--- config.mk ---
export PLATFORM = sky130hd
export DESIGN_NAME = timer_device
export DESIGN_NICKNAME = d
export VERILOG_FILES = /design/src/rtl/timer_device_pkg.sv /design/src/rtl/timer_device.sv
export SDC_FILE = /design/constraint.sdc
export NUM_CORES = 1
export LEC_CHECK = 0
export ABC_AREA = 1
export CAP_MARGIN = 20
export CORE_MARGIN = 2
export CORE_UTILIZATION = 49
export CTS_CLUSTER_SIZE = 10
export DETAILED_ROUTE_END_ITERATION = 16
export HOLD_SLACK_MARGIN = 0.05
export PLACE_DENSITY = 0.77
export SLEW_MARGIN = 20
export SYNTH_ARGS = -nofsm -noshare
export SYNTH_HDL_FRONTEND = slang
export SYNTH_SLANG_ARGS = --single-unit
--- constraint.sdc ---
create_clock -name clk -period 1.7 [get_ports clk]
set_input_delay 0.34 -clock clk [delete_from_list [all_inputs] [get_ports clk]]
set_output_delay 0.34 -clock clk [all_outputs]
set_load 0.02 [all_outputs]
--- src/rtl/timer_device_pkg.sv ---
// Shared constants for the memory-mapped timer: register word offsets,
// CTRL bit positions, MODE encodings and the FSM state encoding.
package timer_device_pkg;

  localparam int DATA_W = 32;
  localparam int ADDR_W = 2;
  localparam int CTRL_W = 4;

  // Register word offsets (CPU address bits [3:2])
  localparam logic [ADDR_W-1:0] ADDR_CTRL   = 2'd0;
  localparam logic [ADDR_W-1:0] ADDR_PRESET = 2'd1;
  localparam logic [ADDR_W-1:0] ADDR_COUNT  = 2'd2;
  localparam logic [ADDR_W-1:0] ADDR_RSVD   = 2'd3;

  // CTRL bit positions
  localparam int CTRL_EN_BIT   = 0;
  localparam int CTRL_MODE_LSB = 1;
  localparam int CTRL_MODE_MSB = 2;
  localparam int CTRL_IM_BIT   = 3;

  // MODE encodings; 1x behaves as one-shot
  localparam logic [1:0] MODE_ONESHOT = 2'b00;
  localparam logic [1:0] MODE_RELOAD  = 2'b01;

  // Timer FSM states
  typedef enum logic [1:0] {
    ST_IDLE = 2'd0,
    ST_LOAD = 2'd1,
    ST_CNT  = 2'd2,
    ST_INT  = 2'd3
  } state_e;

  // Only the exact 01 encoding reloads; every other MODE value is one-shot.
  function automatic logic is_reload(input logic [1:0] mode);
    return (mode == MODE_RELOAD);
  endfunction

endpackage

--- src/rtl/timer_device.sv ---
// Memory-mapped down-counting timer with one-shot / auto-reload modes and a
// maskable level interrupt. Registers: CTRL (EN, MODE, IM), PRESET, COUNT.
module timer_device
  import timer_device_pkg::*;
#(
  parameter logic [DATA_W-1:0] PRESET_RESET = 32'h0000_0000
) (
  input  logic              clk,
  input  logic              reset,
  input  logic [ADDR_W-1:0] address,
  input  logic              writeEnable,
  input  logic [DATA_W-1:0] writeData,
  output logic [DATA_W-1:0] readData,
  output logic              irq
);

  state_e              state_q, state_d;
  logic [CTRL_W-1:0]   ctrl_q, ctrl_d;
  logic [DATA_W-1:0]   preset_q, preset_d;
  logic [DATA_W-1:0]   count_q, count_d;
  logic                flag_q, flag_d;

  logic                en;
  logic                im;
  logic [1:0]          mode;
  logic                wr_ctrl;
  logic                wr_preset;
  logic                flag_ack;
  logic                fsm_clr_en;
  logic                fsm_set_flag;
  logic                fsm_clr_flag;

  assign en   = ctrl_q[CTRL_EN_BIT];
  assign im   = ctrl_q[CTRL_IM_BIT];
  assign mode = ctrl_q[CTRL_MODE_MSB:CTRL_MODE_LSB];

  // Decode CPU stores. A CTRL write acknowledges a pending flag unless it is
  // a pure unmask (IM=1 with EN=0), which lets software reveal an event that
  // expired while masked; any PRESET write also acknowledges.
  always_comb begin
    wr_ctrl   = writeEnable && (address == ADDR_CTRL);
    wr_preset = writeEnable && (address == ADDR_PRESET);
    flag_ack  = wr_preset ||
                (wr_ctrl && !(writeData[CTRL_IM_BIT] && !writeData[CTRL_EN_BIT]));
  end

  // Next-state and COUNT update for the IDLE/LOAD/CNT/INT sequence.
  always_comb begin
    state_d      = state_q;
    count_d      = count_q;
    fsm_clr_en   = 1'b0;
    fsm_set_flag = 1'b0;
    fsm_clr_flag = 1'b0;
    unique case (state_q)
      ST_IDLE: begin
        if (en) state_d = ST_LOAD;
      end
      ST_LOAD: begin
        count_d = preset_q;
        state_d = ST_CNT;
      end
      ST_CNT: begin
        if (!en) begin
          state_d = ST_IDLE;
        end else if (count_q == '0) begin
          state_d      = ST_INT;
          fsm_set_flag = 1'b1;
        end else begin
          count_d = count_q - DATA_W'(1);
        end
      end
      ST_INT: begin
        if (is_reload(mode)) begin
          state_d      = ST_LOAD;
          fsm_clr_flag = 1'b1;
        end else begin
          state_d    = ST_IDLE;
          fsm_clr_en = 1'b1;
        end
      end
      default: state_d = ST_IDLE;
    endcase
  end

  // Register file and flag next values; a CPU CTRL write overrides the FSM
  // clearing EN, and an expiry on the same edge as an acknowledge wins.
  always_comb begin
    ctrl_d = ctrl_q;
    if (fsm_clr_en) ctrl_d[CTRL_EN_BIT] = 1'b0;
    if (wr_ctrl)    ctrl_d = writeData[CTRL_W-1:0];

    preset_d = wr_preset ? writeData : preset_q;

    flag_d = flag_q;
    if (flag_ack || fsm_clr_flag) flag_d = 1'b0;
    if (fsm_set_flag)             flag_d = 1'b1;
  end

  // State registers with asynchronous active-low reset.
  always_ff @(posedge clk or negedge reset) begin
    if (!reset) begin
      state_q  <= ST_IDLE;
      ctrl_q   <= '0;
      preset_q <= PRESET_RESET;
      count_q  <= '0;
      flag_q   <= 1'b0;
    end else begin
      state_q  <= state_d;
      ctrl_q   <= ctrl_d;
      preset_q <= preset_d;
      count_q  <= count_d;
      flag_q   <= flag_d;
    end
  end

  // Combinational load data selected by the word address.
  always_comb begin
    readData = '0;
    unique case (address)
      ADDR_CTRL:   readData = {{(DATA_W-CTRL_W){1'b0}}, ctrl_q};
      ADDR_PRESET: readData = preset_q;
      ADDR_COUNT:  readData = count_q;
      ADDR_RSVD:   readData = '0;
      default:     readData = '0;
    endcase
  end

  assign irq = flag_q & im;

endmodule

Word level (Yosys, flattened, before mapping)
Index checks and enable logic that the tools add are counted.
{"block": "word_totals", "latch_bits": 0, "word_cells": 55, "romBits": 0, "mem_count": 0, "out_inout_bits": 33, "ramBits": 0, "register_bits": 71}
{"block": "op_classes", "bitwise": 1, "magnitude_cmp": 0, "div_mod_pow": 0, "mux": 20, "reduce_logical": 16, "n_eq_ne": 11, "addsub": 1, "mul": 0, "shifts": 0}
{"op": "32-bit one-hot mux with 4 select lines", "n": 1}
{"op": "32-bit two-way mux", "n": 2}
{"op": "32-bit one-hot mux with 2 select lines", "n": 1}
{"op": "32-bit logical NOT", "n": 1}
{"op": "32-bit by 1-bit subtractor with 32-bit output (second input constant)", "n": 1}
{"op": "1-bit two-way mux", "n": 12}
{"op": "2-bit equality test (second input constant)", "n": 4}
{"op": "2-bit one-hot mux with 4 select lines", "n": 1}
{"op": "2-bit by 1-bit equality test with 1-bit output (second input constant)", "n": 3}
{"op": "2-bit two-way mux", "n": 3}
{"op": "2-bit inequality test (second input constant)", "n": 3}
{"op": "2-bit nonzero test", "n": 3}
{"op": "1-bit logical AND", "n": 4}
{"op": "2-bit logical NOT", "n": 2}
{"op": "3-bit inequality test (second input constant)", "n": 1}
{"op": "3-bit AND reduction", "n": 1}
{"op": "1-bit logical NOT", "n": 2}
{"op": "1-bit logical OR", "n": 2}
{"op": "2-bit AND reduction", "n": 1}
{"op": "1-bit bitwise AND", "n": 1}

Longest topological paths before layout
Gate-level depths: netlist of the first run.
{"block": "depth", "depth_word": 8, "mapped_depth": 10, "ltp_nobuf": 10}

Least setup slack after synthesis of the first run
Ideal clock, no wire load.
{"block": "synth_path", "path_type": "input-to-output", "from": "input port address[0]", "to": "output port readData[11]", "required_ps": 1360, "setup_slack_ps": 59, "path_stages": 5, "arrival_ps": 1301, "cell_sequence": "inv_1 nor2_1 inv_2 buf_1 o22ai_1"}
{"block": "synth_between", "elab_chain_cells": 2, "word_cells_on_any_way": 5}
{"element": "start: declaration", "line": "timer_device.sv:10", "source": "input logic [ADDR_W-1:0] address,"}
{"element": "2-bit equality test, or another cell as far along", "line": "timer_device.sv:119", "source": "unique case (address)"}
{"element": "32-bit one-hot mux with 4 select lines (*)", "line": "timer_device.sv:119"}
{"element": "end: declaration", "line": "timer_device.sv:13", "source": "output logic [DATA_W-1:0] readData,"}
Every way passes the cells marked *; elsewhere a longest branch is shown, timed or not.

Worst setup path after layout of the first run
{"block": "layout_path", "from": "register count_q[7]", "to": "output port readData[7]"}
{"block": "layout_between", "elab_chain_cells": 1}
{"element": "start: declaration", "line": "timer_device.sv:20", "source": "logic [DATA_W-1:0] count_q, count_d;"}
{"element": "start signal: assignment", "line": "timer_device.sv:111", "source": "count_q <= count_d;"}
{"element": "32-bit one-hot mux with 4 select lines", "line": "timer_device.sv:119"}
No other way between the ends.

==> results of run 1 <==
[kinds of logic after synthesis]
kind of cell | share of synthesized area
compound gates | 0.123
xor+xnor | 0.00772
fa+ha+maj | 0.00276
buf+inv | 0.0995
flops | 0.391
mux | 0.0223
simple gates | 0.354
[stage by stage]
stage          total power, W  instance area [um^2]   util  setup WS, ns
2_1_floorplan         0.00581                  4540      -        0.0592
3_3_place_gp          0.00771                  5770  0.634        -0.699
3_5_place_dp          0.00785                  5770  0.634        -0.749
4_1_cts               0.00921                  5870  0.644      0.000182
5_1_grt                0.0107                  6180  0.679       -0.0342
6_report               0.0101                  6180  0.679        0.0318
[per-layer routing]
metal | up-vias | GRT usage
met3 | 22 | 0.0334
met1 | 2318 | 0.401
li1 | 2344 | -
met5 | - | 0
met2 | 198 | 0.466
met4 | 0 | 0.0917
[critical path, cell delays in order, from the launching register on]
cell	delay, ns
dfrtp_2	0.43
buf_4	0.13
inv_1	0.06
o22ai_1	0.17
buf_2	0.19
[worst paths after layout]
path,startpoint,endpoint,slack (ns),cells past startpoint
max,count_q[7]$_DFFE_PN0P_,readData[7],0.03,4
max in group asynchronous,reset,count_q[15]$_DFFE_PN0P_,0.79,3
min in group asynchronous,reset,preset_q[2]$_DFFE_PN0P_,0.57,3
max reg2reg,count_q[0]$_DFFE_PN0P_,count_q[14]$_DFFE_PN0P_,0.05,10
min reg2reg,ctrl_q[3]$_DFFE_PN0P_,ctrl_q[3]$_DFFE_PN0P_,0.52,2
min,ctrl_q[3]$_DFFE_PN0P_,ctrl_q[3]$_DFFE_PN0P_,0.52,2
[cell usage after synthesis]
cell	instances
o21ai_1	5
buf_6	4
nor2_4	4
nand3_1	66
nor2_1	78
nor2_2	10
o221ai_1	3
nand2_1	169
o21ai_0	33
nand4_4	1
buf_1	2
a21oi_1	23
buf_4	2
o21a_1	1
xor2_1	4
nand2_2	10
o211ai_1	1
buf_2	7
dfrtp_1	71
clkbuf_1	10
mux2_2	7
nor3_1	2
o22ai_1	21
nand3b_1	1
mux2_1	2
nand3_2	6
nand2_4	3
nand4_1	4
o21ai_2	9
inv_2	2
nor2_8	1
inv_1	81
ha_1	1
[registers in the layout, indices dropped and copies added (netlist names)]
signal,count
count_q,32
flag_q,1
state_q,2
ctrl_q,4
preset_q,32
[repair_timing]
item,4_1_cts,5_1_grt
endpoints found under the hold margin,71,0
resized for setup,155,74
cloned,1,3
hold buffers,1,0
setup buffers,0,11
endpoints found under the setup margin,65,65
pin swaps,1,10
[area by class of cell]
cell class	instances	area (um^2)
Fill cell	786	2920
Multi-Input combinational cell	465	2490
Sequential cell	71	1790
Timing Repair Buffer	151	1250
Inverter	83	314
Tap cell	111	139
Clock buffer	10	138
Clock inverter	6	67.6
[power groups by stage]
stage,sequential [W],combinational (W),clock [W]
CTS,0.00278,0.00498,0.00145
finish,0.00290,0.00574,0.00144
floorplan,0.00268,0.00313,0
global route,0.00296,0.00624,0.00152
detailed placement,0.00281,0.00504,0
global placement,0.00278,0.00493,0
==> results.json, run 1 <==
{
  "dp_hpwl_um": 10300,
  "dr.pass1.iters": 6,
  "num-nets-final": 819,
  "cts_tree": "done",
  "relSlewSlack": 0.722,
  "hp-class": "reg -> reg",
  "htreeDepth": 3,
  "worst-setup-path-type": "reg -> out",
  "drv_slew": 0,
  "grt_pass1_vias": 4762,
  "final_common_cell": "nand2_1",
  "final_cell_mix": "159 x nand2_1, 78 x inv_1, 77 x buf_4, 66 x nand3_1, 58 x dfrtp_1",
  "dr_wl_met2_um": 6970,
  "drc": 0,
  "fin_crit_ns": 1.67,
  "fmax_mhz": 599,
  "final_layout_size_suffix_gt1_frac": 0.303,
  "met3_length_um": 1030,
  "synth_cell_type_count": 33,
  "clock_sinks": 71,
  "worst_setup_path_start_kind": "flip-flop",
  "grt_pass1_wl_um": 22700,
  "status": "complete, no violations",
  "die_y_um": 100,
  "switching_share": 0.467,
  "cts_root_buf": "clkbuf_8",
  "initial_core_util": 0.498,
  "fin_worst_hold_slack_ns": 0.517,
  "die_area_um2": 10100,
  "pwr-share-comb": 0.569,
  "seq_power_share": 0.287,
  "clockBufferDepth": 2,
  "arrival_ns": 1.33,
  "grtUsageTotal": 0.287,
  "postRouteAntennaNets": 0,
  "antenna_cells": 0,
  "synth_top_area_cell": "dfrtp_1",
  "ys_warn_count": 0,
  "area_delta_synth_final_pct": 36.2,
  "ys_seq_area_frac": 0.391,
  "syn_area_per_cell_um2": 7.05,
  "fin_crit_sh": 0.981,
  "dp_cells": 865,
  "syn_area_um2": 4540,
  "detail_route.iter0.violations": 396,
  "num_rows": 35,
  "wl_met1_um": 6480,
  "route.vias.total": 4882,
  "cellInternalPower_w": 0.00538,
  "grt_overflow": 0,
  "setup-tns-final_ns": 0,
  "die_w_um": 100,
  "finalHoldViolCount": 0,
  "antenna_found_initial": 0,
  "cts_buffers": 9,
  "cp_max_fo": 4,
  "crit_required_ns": 1.36,
  "syn_inst": 644,
  "p_leak_nw": 3.07,
  "cts.clk_slew.worst_paths_ns": 0.08,
  "syn_nets": 682,
  "io_buffer_count": 69,
  "top_layer_used": "met4",
  "io_pins": 70,
  "p_switching_w": 0.00471,
  "avgRoutedWirePerCell_um": 16.4,
  "end_kind": "output port",
  "power_density_nw_per_um2": 1630,
  "yosys_register_bits": 71,
  "vdd_drop_max_v": 0.000718,
  "p_clk_frac": 0.143,
  "gp_congestion": 0.923,
  "synth_top_area_frac": 0.391,
  "grt_setup_unrepaired": "yes",
  "fin_cells": 897,
  "maxCapViolCount": 0,
  "yosys-top-cells-area": "dfrtp_1 39%, nand2_1 14%, nand3_1 7.3%",
  "vias_per_cell": 5.44,
  "finClkSkew_ns": 0.00964,
  "setup_viol": 0,
  "grt_max_degree": 72,
  "clk_latency_ns": 0.36,
  "finalWirelength_um": 14700,
  "tightest_slew_ns": 0.417,
  "core_region_area_um2": 9110
}
Note: power is estimated with default switching activity, not from simulation.
==> inputs of run 2 (changes only) <==
--- a/config.mk
+++ b/config.mk
@@ -5,14 +5,15 @@
 export SDC_FILE = /design/constraint.sdc
 export NUM_CORES = 1
 export LEC_CHECK = 0
-export ABC_AREA = 1
+export ABC_CLOCK_PERIOD_IN_PS = 1700
 export CAP_MARGIN = 20
 export CORE_MARGIN = 2
-export CORE_UTILIZATION = 49
+export CORE_UTILIZATION = 48
 export CTS_CLUSTER_SIZE = 10
 export DETAILED_ROUTE_END_ITERATION = 16
 export HOLD_SLACK_MARGIN = 0.05
-export PLACE_DENSITY = 0.77
+export PLACE_DENSITY = 0.76
+export SKIP_CTS_REPAIR_TIMING = 1
 export SLEW_MARGIN = 20
 export SYNTH_ARGS = -nofsm -noshare
 export SYNTH_HDL_FRONTEND = slang
==> results.json, run 2 <==
{
  "status": "finished, violations left",
  "violations": "setup timing",
  "pwr-share-comb": 0.538,
  "antenna_cells": 0,
  "ys_seq_area_frac": 0.440,
  "syn_inst": 413,
  "fmax_mhz": 433,
  "route.vias.total": 4134,
  "htreeDepth": 3,
  "cts_buffers": 9,
  "vdd_drop_max_v": 0.000855,
  "power_density_nw_per_um2": 1530,
  "detail_route.iter0.violations": 257,
  "cts_tree": "done",
  "yosys_register_bits": 71,
  "cts.clk_slew.worst_paths_ns": 0.08,
  "core_region_area_um2": 8180,
  "seq_power_share": 0.294,
  "cp_cell_sequence": "or3_4 > or3_4 > or4_4 > buf_12 > o211a_1 > o22a_1",
  "synth_cell_type_count": 55,
  "synth_top_area_frac": 0.440,
  "grt_pass1_wl_um": 19300,
  "end_kind": "flip-flop",
  "p_clk_frac": 0.169,
  "yosys-top-cells-area": "dfrtp_1 44%, mux2_2 9.5%, a22o_1 6.7%",
  "fin_ws_ns": -0.611,
  "met3_length_um": 616,
  "relSlewSlack": 0.733,
  "io_pins": 70,
  "avgRoutedWirePerCell_um": 18.0,
  "p_leak_nw": 2.72,
  "setup-tns-final_ns": -18.04,
  "fillers": 579,
  "vias_per_cell": 6.17,
  "synth_edf_count": 0,
  "num-nets-final": 598,
  "grt_overflow": 0,
  "cts_root_buf": "clkbuf_8",
  "cp_max_fo": 6,
  "dr.pass1.iters": 5,
  "die_y_um": 95.8,
  "initial_core_util": 0.494,
  "wl_met1_um": 5210,
  "io_buffer_count": 69,
  "cellInternalPower_w": 0.00549,
  "ys_warn_count": 0,
  "worst-setup-path-type": "reg -> reg",
  "finalHoldViolCount": 0,
  "worst_setup_path_start_kind": "flip-flop",
  "finalWirelength_um": 12100,
  "syn_area_per_cell_um2": 9.79,
  "synthArstFlopShare": 1.00,
  "tightest_slew_ns": 0.400,
  "switching_share": 0.396,
  "maxCapViolCount": 0,
  "final_layout_size_suffix_gt1_frac": 0.356,
  "syn_area_um2": 4040,
  "dr_wl_met2_um": 6020,
  "drc": 0,
  "fin_crit_sh": 1.36,
  "finClkSkew_ns": 0.00949,
  "synthMostInstantiatedCell": "dfrtp_1",
  "grtUsageTotal": 0.270,
  "syn_nets": 451,
  "clk_latency_ns": 0.36,
  "slowest_stage": "or4_4",
  "die_w_um": 95.8,
  "num_rows": 33,
  "antenna_found_initial": 0,
  "postRouteAntennaNets": 0,
  "grt_max_degree": 72,
  "slowest_delay_ns": 0.60,
  "synth_top_area_cell": "dfrtp_1",
  "fin_worst_hold_slack_ns": 0.523,
  "dp_hpwl_um": 8060,
  "drv_slew": 0,
  "setup_viol": 34,
  "clockBufferDepth": 2,
  "grt_setup_unrepaired": "yes",
  "crit_top_cell": "or3_4",
  "final_cell_mix": "85 x buf_4, 70 x dfrtp_1, 34 x mux2_2, 33 x clkdlybuf4s50_1, 31 x a22o_1",
  "final_common_cell": "buf_4",
  "p_switching_w": 0.00360,
  "top_layer_used": "met4",
  "die_area_um2": 9170,
  "largestRegisters": "count_q: 32 flops, preset_q: 32 flops, ctrl_q: 4 flops",
  "gp_congestion": 0.870,
  "hp-class": "in -> async",
  "area_delta_synth_final_pct": 46.6,
  "crit_required_ns": 1.94,
  "clock_sinks": 71,
  "ys.flop_type": "dfrtp_1",
  "netlist_top_cells_count": "71 x dfrtp_1, 34 x mux2_2, 31 x a22o_1, 29 x clkbuf_1, 28 x nand2_1",
  "grt_pass1_vias": 3997,
  "arrival_ns": 2.56,
  "fin_crit_ns": 2.31,
  "dp_slack_ns": -0.732
}
## run 2: power by group through the flow
stage / logic [W] / registers [W] / clock network (W)
finish: 0.00488 / 0.00267 / 0.00153
global route: 0.00531 / 0.00273 / 0.00160
CTS: 0.00465 / 0.00263 / 0.00153
detailed placement: 0.00461 / 0.00266 / 0
global placement: 0.00450 / 0.00263 / 0
floorplan: 0.00231 / 0.00277 / 0
## run 2: area by class of cell
class,count,area (um^2),area share
clock inverter,7,97.6,0.0165
sequential,71,1780,0.300
clock buffer,9,124,0.0209
multi-input combinational,303,2260,0.382
inverter,4,15.0,0.00253
tap,105,131,0.0222
timing repair buffer,171,1520,0.256
## run 2: cells by family (layout without fill, tap and decap cells)
kind of cell	count (synthesis)	count (layout)	synth area share
buffers and inverters	39	191	0.0396
muxes	39	39	0.107
and+or+nand+nor	123	123	0.160
AOI/OAI and AO/OA	140	140	0.251
adders and majority gates	1	1	0.00310
DFF	71	71	0.440
## run 2: stage by stage
stage	cells	util	cell area (um^2)	power, W
after global routing	670	0.725	5930	0.00965
after global placement	644	0.671	5480	0.00713
final	670	0.725	5930	0.00908
after detailed placement	644	0.671	5480	0.00727
after floorplan	413	-	4060	0.00508
after CTS	660	0.698	5710	0.00881
## run 2: path summary, 6_finish.rpt
check | slack, ns | cells after the start | end | from
max in group asynchronous | 0.84 | 3 | count_q[3]$_DFFE_PN0P_ | reset
worst min register to register | 0.54 | 1 | preset_q[10]$_DFFE_PN0P_ | preset_q[10]$_DFFE_PN0P_
min in group clk | 0.54 | 1 | preset_q[10]$_DFFE_PN0P_ | preset_q[10]$_DFFE_PN0P_
worst max register to register | -0.61 | 6 | count_q[22]$_DFFE_PN0P_ | count_q[14]$_DFFE_PN0P_
worst max-delay path | -0.61 | 6 | count_q[22]$_DFFE_PN0P_ | count_q[14]$_DFFE_PN0P_
worst min-delay path | 0.52 | 3 | preset_q[1]$_DFFE_PN0P_ | reset
## run 2: critical path, delay by kind of cell (launching register included)
| kind | cells | cell delay [ns] |
|---|---|---|
| AOI/OAI and AO/OA | 2 | 0.32 |
| buffers and inverters | 1 | 0.16 |
| DFF | 1 | 0.39 |
| and+or+nand+nor | 3 | 1.33 |
## run 2: metal layers
layer	track usage	vias to the layer above
met5	0	-
met4	0.0964	0
met3	0.0345	22
met2	0.450	159
met1	0.362	2055
li1	-	1898
